**config.mk**
```make
export PLATFORM = sky130hd
export DESIGN_NAME = au_rr_arbiter
export DESIGN_NICKNAME = d
export VERILOG_FILES = /design/src/rtl/au_rr_arbiter_pkg.sv /design/src/rtl/au_rr_arbiter_decode.sv /design/src/rtl/au_rr_arbiter.sv
export SDC_FILE = /design/constraint.sdc
export NUM_CORES = 1
export LEC_CHECK = 0
export ABC_CLOCK_PERIOD_IN_PS = 3600
export CAP_MARGIN = 20
export CORE_ASPECT_RATIO = 1.25
export CORE_UTILIZATION = 54
export DETAILED_ROUTE_END_ITERATION = 8
export PLACE_DENSITY = 0.81
export SYNTH_ARGS = -nofsm -noshare
export SYNTH_HDL_FRONTEND = slang
export SYNTH_HIERARCHICAL = 1
export SYNTH_SLANG_ARGS = --single-unit
```
**constraint.sdc**
```tcl
create_clock -name clk -period 3.6 [get_ports clk]
set_clock_uncertainty 0.1 [all_clocks]
set_input_delay 0.54 -clock clk [delete_from_list [all_inputs] [get_ports clk]]
set_output_delay 0.54 -clock clk [all_outputs]
set_load 0.01 [all_outputs]
```
**src/rtl/au_rr_arbiter_pkg.sv**
```systemverilog
// Shared types and the round-robin pick function for au_rr_arbiter.
package au_arb_pkg;

    typedef enum logic {IDLE = 1'b0, GRANT = 1'b1} au_arb_state_e;

    localparam int AU_ARB_MIN_W = 1;
    localparam int AU_ARB_MAX_W = 6;

    // Scans upward from ptr with wrap at 2**width; width is at most AU_ARB_MAX_W.
    function automatic logic [AU_ARB_MAX_W-1:0] rr_pick(
        input logic [(1<<AU_ARB_MAX_W)-1:0] req,
        input logic [AU_ARB_MAX_W-1:0]      ptr,
        input int                           width
    );
        logic [AU_ARB_MAX_W:0]   nmask;
        logic [AU_ARB_MAX_W-1:0] idx;
        logic                    found;
        nmask   = (AU_ARB_MAX_W+1)'((1 << width) - 1);
        rr_pick = ptr;
        found   = 1'b0;
        for (int i = 0; i < (1 << AU_ARB_MAX_W); i++) begin
            idx = (ptr + AU_ARB_MAX_W'(i)) & nmask[AU_ARB_MAX_W-1:0];
            if (!found && (i < (1 << width)) && req[idx]) begin
                rr_pick = idx;
                found   = 1'b1;
            end
        end
    endfunction

endpackage

```
**src/rtl/au_rr_arbiter_decode.sv**
```systemverilog
// Binary index to one-hot expansion; ARCH 0 uses a shifter, others a per-bit compare.
module AU_decode #(
    parameter int WIDTH = 3,
    parameter int ARCH  = 0
) (
    input  logic [WIDTH-1:0]      idx_i,
    output logic [(1<<WIDTH)-1:0] onehot_o
);

    localparam int N = 1 << WIDTH;

    generate
        if (ARCH == 0) begin : g_shift
            assign onehot_o = {{(N-1){1'b0}}, 1'b1} << idx_i;
        end else begin : g_cmp
            for (genvar i = 0; i < N; i++) begin : g_bit
                assign onehot_o[i] = (idx_i == WIDTH'(i));
            end
        end
    endgenerate

endmodule

```
**src/rtl/au_rr_arbiter.sv**
```systemverilog
// Round-robin arbiter holding each grant until the owner drops its request.
// Optional forced release after MAX_HOLD cycles when AU_ARB_TIMEOUT_EN is defined.
module au_rr_arbiter
    import au_arb_pkg::*;
#(
    parameter int WIDTH    = 3,
    parameter int ARCH     = 0,
    parameter int MAX_HOLD = 16
) (
    input  logic                  clk,
    input  logic                  rst,
    input  logic [(1<<WIDTH)-1:0] req,
    output logic [(1<<WIDTH)-1:0] gnt,
    output logic [WIDTH-1:0]      gnt_idx,
    output logic                  gnt_vld,
    output logic                  timeout
);

    localparam int N = 1 << WIDTH;

    generate
        if (WIDTH < AU_ARB_MIN_W || WIDTH > AU_ARB_MAX_W) begin : g_bad_width
            $error("au_rr_arbiter: WIDTH out of range");
        end
        if (MAX_HOLD < 2 || MAX_HOLD > 65535) begin : g_bad_hold
            $error("au_rr_arbiter: MAX_HOLD out of range");
        end
    endgenerate

    au_arb_state_e    state_q, state_d;
    logic [WIDTH-1:0] ptr_q, ptr_d;
    logic [WIDTH-1:0] idx_q, idx_d;
    logic [WIDTH-1:0] pick;
    logic [N-1:0]     dec;
    logic             release_req;

    assign pick        = WIDTH'(rr_pick((1<<AU_ARB_MAX_W)'(req), AU_ARB_MAX_W'(ptr_q), WIDTH));
    assign release_req = !req[idx_q];

`ifdef AU_ARB_TIMEOUT_EN
    logic [15:0] cnt_q, cnt_d;
    logic        to_q, to_d;
    logic        expire;

    assign expire = (cnt_q == 16'(MAX_HOLD - 1));
`endif

    always_ff @(posedge clk or posedge rst) begin
        if (rst) begin
            state_q <= IDLE;
            ptr_q   <= '0;
            idx_q   <= '0;
`ifdef AU_ARB_TIMEOUT_EN
            cnt_q   <= '0;
            to_q    <= 1'b0;
`endif
        end else begin
            state_q <= state_d;
            ptr_q   <= ptr_d;
            idx_q   <= idx_d;
`ifdef AU_ARB_TIMEOUT_EN
            cnt_q   <= cnt_d;
            to_q    <= to_d;
`endif
        end
    end

    always_comb begin
        state_d = state_q;
        ptr_d   = ptr_q;
        idx_d   = idx_q;
`ifdef AU_ARB_TIMEOUT_EN
        cnt_d   = cnt_q;
        to_d    = 1'b0;
`endif
        case (state_q)
            IDLE: begin
                if (|req) begin
                    state_d = GRANT;
                    idx_d   = pick;
`ifdef AU_ARB_TIMEOUT_EN
                    cnt_d   = '0;
`endif
                end
            end
            GRANT: begin
                // A plain release takes priority, so a coincident expiry reports no timeout.
                if (release_req) begin
                    state_d = IDLE;
                    ptr_d   = idx_q + WIDTH'(1);
`ifdef AU_ARB_TIMEOUT_EN
                end else if (expire) begin
                    state_d = IDLE;
                    ptr_d   = idx_q + WIDTH'(1);
                    to_d    = 1'b1;
                end else begin
                    cnt_d   = cnt_q + 16'd1;
`endif
                end
            end
            default: state_d = IDLE;
        endcase
    end

    AU_decode #(.WIDTH(WIDTH), .ARCH(ARCH)) u_decode (
        .idx_i    (idx_q),
        .onehot_o (dec)
    );

    always_comb begin
        gnt_vld = (state_q == GRANT);
        gnt     = dec & {N{gnt_vld}};
        gnt_idx = idx_q;
`ifdef AU_ARB_TIMEOUT_EN
        timeout = to_q;
`else
        timeout = 1'b0;
`endif
    end

endmodule
```
==> results.tsv <==
stage	metric	value	unit
worst_setup_path	cpPeakStageDelay	0.68	ns
detailed_routing	vias_per_cell	6.83	
clocking	h-tree-depth	1	
worst_setup_path	cp_max_fo	12	
timing	fin_tns_setup	0	ns
grt	grt_pass1_vias	1149	
logic_synthesis	ys_async_sr_fraction	1.00	
cells_and_area	fin_nets	167	
clocking	postCtsResizedCells	0	
grt	antenna_found_initial	0	
floorplan	die_area	2720	µm²
logic_synthesis	synth_edf_count	0	
clocking	cts.sinks	7	
clocking	numCtsBuffers	3	
floorplan	io_pins	23	
floorplan	initial_utilization	0.596	
placed_design	dp_hpwl	2480	µm
clocking	cts_tree	built	
timing	hold_violations	0	
clocking	root_buffer	clkbuf_4	
power	switchingPower	884	µW
outcome	status	completed	
worst_setup_path	slowest_stage	mux4_1	
placed_design	port_buffers	21	
timing	setup_viol	0	
power	p_int	862	µW
logic_synthesis	yosys.cell_types.count	51	
detailed_routing	routedWlPerCell	18.1	µm
detailed_routing	wl	3330	µm
cells_and_area	final_util	0.699	
hold_path	hold_class	in -> async	
clocking	ctsLongestPathBuffers	2	
grt	gr-total-overflow	0	
clocking	clk_pin_slew	0.05	ns
timing	max_freq	326	MHz
floorplan	core_area	2280	µm²
worst_setup_path	path_class	reg -> reg	
detailed_routing	drcViolationCount	0	
timing	period_minus_slack	3.07	ns
job	cap_violations	0	
logic_synthesis	syn-cell-area	1360	µm²
cells_and_area	n_antenna_cell	0	
logic_synthesis	yosysWarnings	6	
floorplan	row_count	19	
worst_setup_path	rr_startpoint	ptr_q[0]	
grt	grt_usage	0.274	
logic_synthesis	syn_area_per_cell	10.3	µm²
detailed_routing	firstDrtPassIters	4	
detailed_routing	final_antenna_net_count	0	
power	leakage	0.637	nW
timing	worst_pin_slew	0.547	ns
power	power_density	1090	nW/µm²
logic_synthesis	ys_seq_area_frac	0.129	
power	comb_power_share	0.836	
logic_synthesis	netlist_instances	132	
logic_synthesis	synth_ff_type	dfrtp_1	
placed_design	finalWeightedCongestion	0.949	
power	power_frac_seq	0.122	
cells_and_area	fin_area	1600	µm²
cells_and_area	syn_to_final_growth	17.3	%
power	power.share.clock	0.042	
grt	grt_max_degree	15	
clocking	cts_setup_buffers	0	
logic_synthesis	synth-seq-cells	7	
detailed_routing	drt_first_iter_violations	47	
worst_setup_path	crit_arrival	3.16	ns
timing	min_period_over_period	0.853	
timing	rsz0062_at_grt	no	
timing	slew_headroom	0.633	
logic_synthesis	synth_nets	145	
worst_setup_path	endpoint_kind	register	
floorplan	fp.dieH	58.1	µm
worst_setup_path	start_kind	register	
worst_setup_path	cp-startpoint	ptr_q[0]	
worst_setup_path	cp_cell_sequence	inv_1 -> ha_1 -> mux4_1 -> mux2i_1 -> o21ai_0 -> and3_1 -> or4_1 -> nand3_1	
worst_setup_path	cp.required	3.69	ns
clocking	postCtsHoldBufs	0	
power	ir_worst_vdd	0.000602	V
placed_design	dpl_cell_area	1570	µm²
grt	grt_pass1_wl	5490	µm
timing	drv_slew	0	
detailed_routing	vias	1257	
power	p_sw_frac	0.506	
cells_and_area	drive_gt1_frac	0.163	
clocking	clock_latency	0.26	ns
floorplan	dieWidth	46.9	µm
==> power by group through the flow <==
stage / Combinational [mW] / Clock (mW) / Sequential (mW)
2_1_floorplan: 1.15 / 0 / 0.191
3_3_place_gp: 1.41 / 0 / 0.212
3_5_place_dp: 1.43 / 0 / 0.215
4_1_cts: 1.44 / 0.0750 / 0.214
5_1_grt: 1.57 / 0.0807 / 0.228
6_report: 1.46 / 0.0727 / 0.213
==> worst max-delay path: cells and delay by family, from the launching register on <==
kind                     cells  cell delay (ns)
multiplexers                 2             1.00
AO/OA/AOI/OAI                1             0.11
AND/OR/NAND/NOR              3             0.76
flip-flops                   1             0.34
adder cells (fa/ha/maj)      1             0.59
buffers and inverters        1             0.09
==> synthesized netlist by cell type, drive strengths merged, types with 2 or more instances <==
cell,instances,share of area
nor2,6,0.017
nor4,3,0.025
inv,6,0.017
nand3b,2,0.011
nor3b,3,0.017
ha,3,0.028
mux4,14,0.26
clkbuf,3,0.023
nand3,3,0.015
and3b,3,0.022
o21ai,4,0.015
and3,3,0.015
a22oi,2,0.015
mux2,4,0.033
a21oi,4,0.015
o32ai,3,0.025
mux2i,10,0.083
dfrtp,7,0.13
nand2,10,0.028
nand2b,4,0.018
xnor2,3,0.019
buf,3,0.017
o21bai,2,0.011
a31oi,2,0.0092
o21a,2,0.011
and2,8,0.037
==> flip-flops by register name (all words and copies together), names as in the netlist <==
name     count
ptr_q        3
gnt_vld      1
gnt_idx      3
==> layer usage <==
| layer | wire, µm | up-vias | track usage | part of all wire |
|---|---|---|---|---|
| met2 | 1680 | 54 | 0.413 | 0.50 |
| met1 | 1470 | 624 | 0.402 | 0.44 |
| met4 | 0 | 0 | 0.0490 | 0 |
| met3 | 173 | 0 | 0.0685 | 0.052 |
| li1 | - | 579 | - | - |
| met5 | 0 | - | 0 | 0 |
==> cell families after synthesis <==
group | count (synthesis) | share of synthesized area
simple gates | 48 | 0.218
flops | 7 | 0.129
xor+xnor | 4 | 0.0258
compound gates | 29 | 0.167
other cells | 1 | 0.00276
buf+inv | 12 | 0.0570
fa+ha+maj | 3 | 0.0276
mux | 28 | 0.373
==> per-stage QoR <==
step | power, mW | hold WS, ns | instances | setup WS, ns
2_1_floorplan | 1.34 | 0.243 | 132 | 0.563
3_3_place_gp | 1.62 | 0.535 | 180 | 0.401
3_5_place_dp | 1.65 | 0.546 | 180 | 0.366
4_1_cts | 1.73 | 0.422 | 184 | 0.548
5_1_grt | 1.88 | 0.446 | 184 | 0.332
6_report | 1.75 | 0.417 | 184 | 0.528
==> worst paths after layout <==
check | endpoint | slack [ns] | cells past startpoint
setup / recovery | gnt_idx[0] | 0.53 | 8
hold / removal | ptr_q[2] | 0.42 | 2
setup reg to reg | gnt_idx[0] | 0.53 | 8
hold reg to reg | gnt_idx[0] | 0.55 | 3
max in group asynchronous | gnt_idx[2] | 2.77 | 2
min in group clk | gnt_idx[0] | 0.55 | 3
==> cell type report <==
cell class | instances | area [µm²]
Clock buffer | 4 | 26.3
Fill cell | 185 | 687
Inverter | 6 | 22.5
Multi-Input combinational cell | 113 | 1110
Sequential cell | 7 | 175
Tap cell | 31 | 38.8
Timing Repair Buffer | 23 | 225
==> layout by cell type (no fill, tap or decap), types with 4 or more instances in the layout <==
cell type        Yosys  final
a21oi_1              4      4
and2_1               8      8
clkdlybuf4s50_1      0     21
dfrtp_1              7      7
inv_1                6      6
mux2_2               4      4
mux2i_1              9      9
mux4_1               9      9
mux4_2               5      5
nand2_1             10     10
nand2b_1             4      4
nor2_1               6      6
o21ai_0              4      4
Note: power is estimated with default switching activity, not from simulation.
